[src/rtl/regfile_2r1w.sv]
// regfile_2r1w: parametrised register file with one write port and two
// registered read ports. Reads are write-first (same-edge write data is
// forwarded). A pending bit per register tracks in-flight multi-cycle
// producers. With ZERO_R0=1, register 0 is hardwired to zero.
module regfile_2r1w #(
   parameter int WIDTH   = 16,
   parameter int ADDR_W  = 3,
   parameter int ZERO_R0 = 0
) (
   input  logic              clk,
   input  logic              reset_n,
   input  logic [WIDTH-1:0]  data_in,
   input  logic [ADDR_W-1:0] writenum,
   input  logic              write,
   input  logic [ADDR_W-1:0] readnum_a,
   input  logic [ADDR_W-1:0] readnum_b,
   input  logic              claim,
   input  logic [ADDR_W-1:0] claimnum,
   output logic [WIDTH-1:0]  data_out_a,
   output logic [WIDTH-1:0]  data_out_b,
   output logic              busy_a,
   output logic              busy_b,
   output logic              any_pending
);

   localparam int unsigned NREGS  = 2 ** ADDR_W;
   localparam bit          ZERO_EN = (ZERO_R0 != 0);

   logic [WIDTH-1:0] regs [NREGS];
   logic [NREGS-1:0] pending;
   logic [NREGS-1:0] next_pending;
   logic             wr_en;
   logic             zero_a;
   logic             zero_b;
   logic [WIDTH-1:0] rd_a;
   logic [WIDTH-1:0] rd_b;

   // A write to the hardwired zero register is dropped entirely.
   assign wr_en  = write && !(ZERO_EN && (writenum == '0));
   assign zero_a = ZERO_EN && (readnum_a == '0);
   assign zero_b = ZERO_EN && (readnum_b == '0);

   // Scoreboard next state: write clears, claim sets afterwards so it wins.
   always_comb begin
      next_pending = pending;
      if (write)
         next_pending[writenum] = 1'b0;
      if (claim)
         next_pending[claimnum] = 1'b1;
      if (ZERO_EN)
         next_pending[0] = 1'b0;
   end

   // Read mux per port: zero-forced, then forwarded write data, then array.
   always_comb begin
      rd_a = regs[readnum_a];
      rd_b = regs[readnum_b];
      if (wr_en && (readnum_a == writenum))
         rd_a = data_in;
      if (wr_en && (readnum_b == writenum))
         rd_b = data_in;
      if (zero_a)
         rd_a = '0;
      if (zero_b)
         rd_b = '0;
   end

   // Register array, scoreboard and registered read outputs.
   always_ff @(posedge clk) begin
      if (!reset_n) begin
         for (int unsigned i = 0; i < NREGS; i++)
            regs[i] <= '0;
         pending    <= '0;
         data_out_a <= '0;
         data_out_b <= '0;
         busy_a     <= 1'b0;
         busy_b     <= 1'b0;
      end else begin
         if (wr_en)
            regs[writenum] <= data_in;
         pending    <= next_pending;
         data_out_a <= rd_a;
         data_out_b <= rd_b;
         busy_a     <= next_pending[readnum_a];
         busy_b     <= next_pending[readnum_b];
      end
   end

   // Live view of the scoreboard, not registered.
   assign any_pending = |pending;

endmodule

[config.mk]
export PLATFORM = sky130hd
export DESIGN_NAME = regfile_2r1w
export DESIGN_NICKNAME = d
export VERILOG_FILES = /design/src/rtl/regfile_2r1w.sv
export SDC_FILE = /design/constraint.sdc
export NUM_CORES = 1
export LEC_CHECK = 0
export CAP_MARGIN = 30
export CORE_MARGIN = 2
export CORE_UTILIZATION = 64
export CTS_CLUSTER_DIAMETER = 200
export DETAILED_ROUTE_END_ITERATION = 8
export DONT_BUFFER_PORTS = 1
export PLACE_DENSITY_LB_ADDON = 0.3
export SLEW_MARGIN = 10
export SYNTH_ARGS = -nofsm -noshare
export SYNTH_HDL_FRONTEND = slang
export SYNTH_SLANG_ARGS = --single-unit
[constraint.sdc]
create_clock -name clk -period 2.8 [get_ports clk]
set_input_delay 0.56 -clock clk [delete_from_list [all_inputs] [get_ports clk]]
set_output_delay 0.56 -clock clk [all_outputs]
set_load 0.02 [all_outputs]
# Yosys cells after proc, flatten, opt, wreduce, memory -nomap -nowiden
# Memory sizes are Yosys's and may differ from the RTL's. A register that Yosys moved wholly into a read port is not among the register bits.
# Index checks and enable logic that the tools add are counted.
[totals]
mem_bits_rw = 128
output_inout_bits = 35
in_bits = 32
memories = 1
register_bits = 10
rom_bits = 0
word_cells = 36
latch_bits = 0
[classes]
n_shift = 0
bitwise = 3
mul = 0
eq_ne = 0
n_lt_le_gt_ge = 6
mux = 17
div_mod_pow = 0
reduce_logical = 6
n_addsub = 0
[memory_table]
columns = ["memory", "words", "width", "read_ports", "rd_clocked_by_memory_dff", "write_ports", "line", "source"]
rows = [
  ["regs", 8, 16, 2, 2, 8, "29", "logic [WIDTH-1:0] regs [NREGS];"],
]
[op_table]
columns = ["cell", "count"]
rows = [
  ["$lt 3x4->1 const B", 4],
  ["$mux 16", 1],
  ["$mux 8", 2],
  ["$reduce_or 16->1", 1],
  ["$mux 1", 9],
  ["$and 8x8->8", 1],
  ["$not 8->8", 1],
  ["$or 8x8->8", 1],
  ["$reduce_or 8->1", 1],
  ["$bmux 1 s3", 2],
  ["$demux 1 s3", 2],
  ["$ge 3x1->1 const B", 2],
  ["$mux 3", 1],
  ["$logic_and 1x1->1", 2],
  ["$logic_not 1->1", 2],
]

# Longest topological paths before layout
# Gate-level depths: netlist of run 1.
[depth]
ltp_word = 11
ltp_mapped = 7
mapped_depth_nobuf = 5

# Least setup slack after synthesis of run 1
# No wires, ideal clock.
[synth_timing]
path_kind = "in2reg"
from = "input writenum[0]"
to = "memory regs[0][0], enable pin"
setup_time_ns = 0.411
required_ns = 2.389
path_slack_ns = 0.234
path_stages = 3
arrival_ns = 2.155
path_buffers = 1
cell_sequence = "buf_4 > or2_1 > o21ai_0"
[synth_rtl]
columns = ["element", "line", "source"]
rows = [
  ["from (decl)", "13", "input logic [ADDR_W-1:0] writenum,"],
  ["to (decl)", "29", ""],
]

# Worst setup path in the final report of run 1
[layout_timing]
from = "register pending[7]"
to = "output any_pending"
[layout_via]
elab_chain_cells = 1
[layout_lines]
columns = ["element", "line", "source"]
rows = [
  ["from (decl)", "30", "logic [NREGS-1:0] pending;"],
  ["from (signal assigned)", "81", "pending <= next_pending;"],
  ["$reduce_or 8->1", "90", "assign any_pending = |pending;"],
  ["to (decl)", "23", "output logic any_pending"],
]
# Every way passes these cells.

==> results.json, run 1 <==
{
  "yosys.area.top_type": "edfxtp_1",
  "drt-initial-drc-count": 693,
  "drive_gt1_share_pct": 17.5,
  "synth_area_leaders": "edfxtp_1, mux4_2, dfxtp_1",
  "areaGrowthSynthToFinish_pct": 8.58,
  "fin_setup_tns_ps": 0,
  "min_to": "pending[0]$_SDFF_PN0_",
  "period_needed_ps": 1870,
  "cts_root_buf": "clkbuf_16",
  "synth_top_cell_area_share_pct": 45.9,
  "cts_hold_buffers": 0,
  "async_flop_share_pct": 0,
  "slew_headroom_pct": 46.1,
  "core_area_um2": 12700,
  "syn_inst": 631,
  "path_class": "reg2out",
  "dieArea_um2": 14000,
  "ys_seq_elements": 170,
  "cts_tree": "built",
  "hp-class": "in2reg",
  "grt_usage_pct": 32.2,
  "synth_edf_count": 128,
  "r2r_setup_slack_ps": 1540,
  "clock-sinks": 170,
  "slew_violations": 0,
  "finalCritPeriodShare_pct": 66.9,
  "fp-row-count": 41,
  "tightest_slew_ps": 805,
  "dp_hpwl_um": 12700,
  "cts_setup_buffers": 0,
  "synth.avg_cell_area_um2": 13.3,
  "final_antenna_net_count": 0,
  "routedWlPerCell_um": 26.7,
  "yosys_most_used_dff": "edfxtp_1",
  "r2r_end": "data_out_b[10]$_SDFF_PN0_",
  "grt.overflow.total": 0,
  "cap_violations": 0,
  "cp_max_fo": 4,
  "p_clk_share_pct": 42.8,
  "syn_nets": 663,
  "clock_latency_ps": 430,
  "io-pin-count": 67,
  "skew_ps": 5.46,
  "powerDensity_nw_per_um2": 675,
  "hold_viol": 0,
  "die_h_um": 118,
  "irDropWorstVdd_mv": 0.454,
  "cp-end-kind": "primary output",
  "grt_pass1_vias": 5670,
  "grt_pass1_wl_um": 32800,
  "yosysSeqAreaShare_pct": 56.0,
  "r2r_start": "regs[3][10]$_SDFFCE_PN0P_",
  "antenna_found_initial": 0,
  "use_met3_pct": 7.92,
  "layout.cells.non_filler": 805,
  "cts_buffer_depth": 2,
  "final-setup-viol-count": 0,
  "initial_core_util_pct": 66.1,
  "cts_buffers": 17,
  "htreeDepth": 4,
  "worstPathRequired_ps": 2240,
  "rsz0062_at_grt": "no",
  "fmax_mhz": 534,
  "netlist_area_um2": 8370,
  "leakagePower_nw": 3.20,
  "drc": 0,
  "gr-usage-met2_pct": 54.8,
  "seq_power_share_pct": 49.6,
  "gr-usage-met1_pct": 40.4,
  "portBuffers": 0,
  "p_int_mw": 4.81,
  "yosys_warnings": 0,
  "fin_util_pct": 71.7,
  "global_route.peak_usage_layer": "met2",
  "firstDrtPassIters": 5,
  "reg2regPathDepth": 3,
  "routed_wl_um": 21500,
  "antennaDiodeCount": 0,
  "vias": 5468,
  "switchingPower_mw": 1.33,
  "clkTransAtPathRegs_ps": 60,
  "hold_start": "reset_n",
  "arrival_ps": 1310,
  "sw_frac_of_total_pct": 21.6,
  "status": "finished, final reports clean",
  "grt_max_degree": 56,
  "gp_congestion": 0.863,
  "place_inst": 773,
  "nets": 652,
  "start_kind": "flip-flop",
  "via_per_inst": 6.79,
  "cts_resized": 0,
  "die_x_um": 118,
  "yosysUniqueCellTypes": 39,
  "combPwrFrac_pct": 7.6,
  "hold_depth": 1
}
## cells by family (layout without fill, tap and decap cells)
logic type                count (synthesis)  after routing  share of synthesized area, %
and+or+nand+nor                         248            248                          16.1
muxes                                    66             66                          17.5
xor gates and xnor gates                  6              6                         0.628
DFF                                     170            170                          56.0
AOI/OAI and AO/OA                        88             88                          6.19
buffers and inverters                    53             55                          3.66
## layout by cell type (no fill, tap or decap), types with 2 or more instances in the layout
| cell | n |
|---|---|
| clkbuf_16 | 17 |
| a31oi_1 | 32 |
| inv_1 | 3 |
| buf_4 | 18 |
| o2111ai_1 | 2 |
| nand2b_1 | 3 |
| o21ai_1 | 36 |
| mux2i_1 | 2 |
| a211oi_1 | 2 |
| mux4_2 | 64 |
| nor4_1 | 2 |
| nand3b_1 | 2 |
| nor2_1 | 9 |
| nand4_1 | 3 |
| nor2b_1 | 5 |
| a21oi_1 | 2 |
| dfxtp_1 | 42 |
| clkinv_2 | 2 |
| xor2_1 | 6 |
| a311oi_1 | 2 |
| nand3_1 | 2 |
| inv_6 | 2 |
| a32oi_1 | 2 |
| o21ai_0 | 6 |
| o31ai_1 | 3 |
| nand2_1 | 79 |
| edfxtp_1 | 128 |
| clkinv_1 | 3 |
| bufinv_16 | 6 |
| nor3_1 | 4 |
| nand4b_1 | 2 |
| clkbuf_1 | 3 |
| and2_1 | 131 |
## cells in the mapped netlist, types with 2 or more instances
library cell	count
nor3_1	4
buf_2	11
a21oi_1	2
nand4_1	3
nor2b_1	5
nand4b_1	2
mux4_2	64
and2_1	131
nand2_1	79
inv_1	3
nand2b_1	3
nand3_1	2
clkinv_1	2
mux2i_1	2
a32oi_1	2
nand3b_1	2
buf_4	7
buf_6	9
buf_1	2
nor4_1	2
o21ai_1	32
o31ai_1	3
a31oi_1	32
xor2_1	6
dfxtp_1	42
a211oi_1	2
a311oi_1	2
o2111ai_1	2
edfxtp_1	128
nor2_1	9
clkbuf_1	19
o21ai_0	10
## how the worst max path moves through the flow
stage,to,from,depth (start not counted),slack [ps]
detailed placement,regs[7][11]$_SDFFCE_PN0P_,reset_n,4,880
finish,any_pending,pending[7]$_SDFF_PN0_,2,930
floorplan,regs[0][0]$_SDFFCE_PN0P_,writenum[0],3,230
CTS,any_pending,pending[7]$_SDFF_PN0_,2,930
global route,any_pending,pending[7]$_SDFF_PN0_,2,880
global placement,regs[7][14]$_SDFFCE_PN0P_,reset_n,4,930
## registers in the layout (all words and copies together), names as in the netlist
| name | cells |
|---|---|
| data_out_a | 16 |
| busy_a | 1 |
| regs | 128 |
| data_out_b | 16 |
| busy_b | 1 |
| pending | 8 |
## cell type report
class	count	area [µm²]
Clock buffer	20	437
Clock inverter	12	219
Fill cell	841	3580
Inverter	5	18.8
Multi-Input combinational cell	408	3380
Sequential cell	170	4680
Tap cell	172	215
Timing Repair Buffer	18	135
## critical path, stage by stage (launching register included)
cell and delay [ps]:
dfxtp_1 340, nor4_1 320, nand2_1 220
## layer usage
metal  vias up  part of all wire [%]  routed length [µm]
met1      2708                    35                7560
met2       369                    51               11000
met3        57                    11                2310
met5         -                     0                   0
met4         0                   2.9                 629
li1       2334                     -                   -
## power groups by stage
stage | clock, mW | combinational, mW | sequential, mW
finish | 2.63 | 0.464 | 3.04
global route | 2.73 | 0.494 | 3.06
CTS | 2.63 | 0.462 | 3.04
detailed placement | 0 | 0.457 | 3.09
global placement | 0 | 0.445 | 3.08
floorplan | 0 | 0.428 | 3.05
## per-stage QoR
step	hold slack [ps]	total power [mW]	area, µm²	setup WS [ps]
after floorplan	505	3.48	8370	234
after global placement	544	3.52	8430	928
after detailed placement	560	3.55	8430	876
after CTS	245	6.13	9090	928
after global routing	247	6.28	9090	876
final	262	6.14	9090	928
Power figures use the tool's default switching activity.
==> run 2, diff against run 1 <==
Clock period 2.8 ns to 1.77 ns, I/O delays scaled along.
==> results.json, run 2 (synthesis results as in run 1) <==
{
  "top_register": "regs",
  "worstPathRequired_ps": 1420,
  "grt.overflow.total": 0,
  "clock_latency_ps": 440,
  "top_layer": "met4",
  "htreeDepth": 4,
  "leakagePower_nw": 3.18,
  "drive_gt1_share_pct": 17.3,
  "clock-sinks": 170,
  "initial_core_util_pct": 66.1,
  "pre_cts_slack_ps": 66.6,
  "core_area_um2": 12700,
  "routedWlPerCell_um": 26.7,
  "status": "finished, final reports clean",
  "layout_commonest_cell": "and2_1",
  "powerDensity_nw_per_um2": 997,
  "irDropWorstVdd_mv": 0.600,
  "drt-initial-drc-count": 601,
  "cts_root_buf": "clkbuf_16",
  "cap_violations": 0,
  "grt_pass1_wl_um": 32800,
  "period_needed_ps": 1660,
  "grt_pass1_vias": 5576,
  "fin_util_pct": 71.4,
  "nets": 654,
  "largest_reg_flops": 128,
  "r2r_setup_slack_ps": 500,
  "cp-end-kind": "primary output",
  "antennaDiodeCount": 0,
  "areaGrowthSynthToFinish_pct": 8.07,
  "die_h_um": 118,
  "vias": 5496,
  "cts_buffer_depth": 2,
  "final-setup-viol-count": 0,
  "tightest_slew_ps": 662,
  "slew_headroom_pct": 55.7,
  "drc": 0,
  "wl_met2_um": 11200,
  "antenna_found_initial": 0,
  "fp-row-count": 41,
  "finalCritPeriodShare_pct": 93.8,
  "hold_viol": 0,
  "portBuffers": 0,
  "mostFrequentLayoutCells": "and2_1, edfxtp_1, nand2_1",
  "grt_max_degree": 56,
  "cts_tree": "built",
  "dieArea_um2": 14000,
  "firstDrtPassIters": 5,
  "cp_max_fo": 2,
  "rsz0062_at_grt": "no",
  "regArea_um2": 4680,
  "multi_input_area_um2": 3390,
  "whs_ps": 47.1,
  "arrival_ps": 1310,
  "wl_met3_um": 2480,
  "slew_violations": 0,
  "nFillCells": 820,
  "start_kind": "flip-flop",
  "cts_setup_buffers": 0,
  "met1Wirelength_um": 7340,
  "reg.largest.list": "regs: 128 flops, data_out_a: 16 flops, data_out_b: 16 flops",
  "final_antenna_net_count": 0,
  "io-pin-count": 67,
  "setup_slack_ps": 109,
  "grt_usage_pct": 32.4,
  "die_x_um": 118,
  "clkTransAtPathRegs_ps": 60,
  "dp_hpwl_um": 12800,
  "hp-class": "in2reg",
  "skew_ps": 4.60,
  "cts_hold_buffers": 0,
  "gp_congestion": 0.910,
  "fmax_mhz": 602,
  "cts_resized": 0,
  "routed_wl_um": 21600,
  "via_per_inst": 6.81,
  "cts_buffers": 17,
  "path_class": "reg2out"
}
run 2: power by group:
part	internal [mW]	switching, mW	total (mW)
combinational	0.412	0.339	0.752
clock	2.04	1.41	3.45
sequential	4.57	0.251	4.82
run 2: worst paths after layout:
| check | from | endpoint | cells after the start |
|---|---|---|---|
| max | pending[2]$_SDFF_PN0_ | any_pending | 2 |
| min | reset_n | pending[1]$_SDFF_PN0_ | 1 |
| max reg2reg | regs[7][11]$_SDFFCE_PN0P_ | data_out_a[11]$_SDFF_PN0_ | 3 |
| min reg2reg | pending[7]$_SDFF_PN0_ | pending[7]$_SDFF_PN0_ | 2 |
run 2: per-layer routing:
metal / vias up / global-route usage (%)
met5: - / 0
met4: 0 / 12.1
met3: 54 / 9.03
met2: 359 / 55.1
met1: 2742 / 39.7
li1: 2341 / -
run 2: worst max-delay path: stages, from the launching register on:
cell and delay [ps]:
dfxtp_1 300, nor4_1 330, nand2_1 240
run 2: layout make-up:
cell class              instances  share of cell area [%]
flip-flops and latches        170                    51.8
multi-input cells             408                    37.4
clock buffers                  28                    5.49
well taps                     172                    2.38
repair buffers                 20                    2.21
clock inverters                 4                   0.484
inverters                       5                   0.207
run 2: stage by stage:
step           total power, mW  TNS, ps  instances  instance area [µm²]
3_5_place_dp              5.64        0        775                 8510
5_1_grt                   9.28        0        807                 9050
3_3_place_gp              5.59        0        775                 8510
2_1_floorplan             5.50    -5730        631                 8380
6_report                  9.02        0        807                 9050
4_1_cts                   9.03        0        807                 9050
==> run 3, diff against run 2 <==
Settings changed: MAX_ROUTING_LAYER set to met4.
==> results.json, run 3 (synthesis results as in run 1) <==
{
  "cts_resized": 0,
  "initial_core_util_pct": 66.1,
  "status": "finished, final reports clean",
  "cts_buffers": 17,
  "hold_viol": 0,
  "clock_latency_ps": 430,
  "antenna_found_initial": 0,
  "htreeDepth": 4,
  "top_register": "regs",
  "cp-end-kind": "primary output",
  "grt_max_degree": 56,
  "fin_setup_tns_ps": 0,
  "grt_pass1_vias": 5571,
  "start_kind": "flip-flop",
  "die_x_um": 118,
  "finalCritPeriodShare_pct": 93.7,
  "tightest_slew_ps": 656,
  "cp_cell_sequence": "nor4_1 > nand2_1",
  "max_stage_delay_ps": 330,
  "nets": 654,
  "vias": 5473,
  "skew_ps": 4.48,
  "fmax_mhz": 603,
  "mostFrequentLayoutCells": "and2_1, edfxtp_1, nand2_1",
  "routedWlPerCell_um": 26.8,
  "firstDrtPassIters": 5,
  "areaGrowthSynthToFinish_pct": 8.07,
  "place_inst": 775,
  "final_antenna_net_count": 0,
  "cts_setup_buffers": 0,
  "slew_headroom_pct": 56.1,
  "via_per_inst": 6.78,
  "drc": 0,
  "routed_wl_um": 21600,
  "irDropWorstVdd_mv": 0.599,
  "clkTransAtPathRegs_ps": 60,
  "grt_usage_pct": 33.4,
  "hold_start": "reset_n",
  "worstPathRequired_ps": 1420,
  "portBuffers": 0,
  "cts_tree": "built",
  "path_class": "reg2out",
  "whs_ps": 52.0,
  "r2r_start": "regs[7][11]$_SDFFCE_PN0P_",
  "leakagePower_nw": 3.18,
  "io-pin-count": 67,
  "core_area_um2": 12700,
  "clock-sinks": 170,
  "rsz0062_at_grt": "no",
  "grt_pass1_wl_um": 32800,
  "period_needed_ps": 1660,
  "antennaDiodeCount": 0,
  "largest_reg_flops": 128,
  "critPathLaunch": "pending[2]$_SDFF_PN0_",
  "powerDensity_nw_per_um2": 998,
  "drive_gt1_share_pct": 17.3,
  "slew_violations": 0,
  "reg.largest.list": "regs: 128 flops, data_out_a: 16 flops, data_out_b: 16 flops",
  "cap_violations": 0,
  "hp-class": "in2reg",
  "cts_root_buf": "clkbuf_16",
  "final-setup-viol-count": 0,
  "dp_hpwl_um": 12800,
  "die_h_um": 118,
  "fp-row-count": 41,
  "reg2regPathDepth": 3,
  "grt.overflow.total": 0,
  "cp_max_fo": 2,
  "hold_depth": 1,
  "dieArea_um2": 14000,
  "cts_buffer_depth": 2,
  "crit_slowest_cell": "nor4_1",
  "layout.cells.non_filler": 807,
  "layout_commonest_cell": "and2_1",
  "gp_congestion": 0.926,
  "cts_hold_buffers": 0,
  "arrival_ps": 1300,
  "drt-initial-drc-count": 665
}
[run 3: cell counts in the layout (fill, tap and decap cells not counted)]
Identical to the previous run, type by type.
[run 3: final timing paths]
kind | to | slack [ps]
worst max-delay path | any_pending | 110
worst min-delay path | pending[1]$_SDFF_PN0_ | 50
worst max register to register | data_out_a[11]$_SDFF_PN0_ | 510
worst min register to register | pending[7]$_SDFF_PN0_ | 580
[run 3: layout make-up]
class                   count  area [µm²]
clock buffers              28         497
clock inverters             4        43.8
fillers                   820        3620
inverters                   5        18.8
multi-input cells         408        3390
flip-flops and latches    170        4680
well taps                 172         215
repair buffers             20         200
[run 3: per-stage QoR]
step	power [mW]	instance area (µm²)	utilization [%]	setup WS, ps
final	9.02	9050	71.4	111
after global routing	9.28	9050	71.4	87.3
after CTS	9.03	9050	71.4	104
after detailed placement	5.64	8510	67.1	66.6
after global placement	5.59	8510	67.1	141
after floorplan	5.50	8380	-	-126
[run 3: layer usage]
metal / vias to the layer above / track usage [%] / wire length, µm
li1: 2346 / - / -
met1: 2705 / 39.9 / 7330
met2: 368 / 55.4 / 11100
met3: 54 / 8.93 / 2550
met4: 0 / 11.4 / 575
met5: - / - / 0
[run 3: critical path: cells and delay by family (launching register included)]
kind	cells	cell delay [ps]
DFF	1	300
and+or+nand+nor	2	570
[run 3: where the power goes]
part / leakage (nW) / switching, mW / internal [mW]
Combinational: 1.33 / 0.340 / 0.412
Sequential: 1.58 / 0.251 / 4.57
Clock: 0.264 / 1.41 / 2.04
Total: 3.18 / 2.00 / 7.02
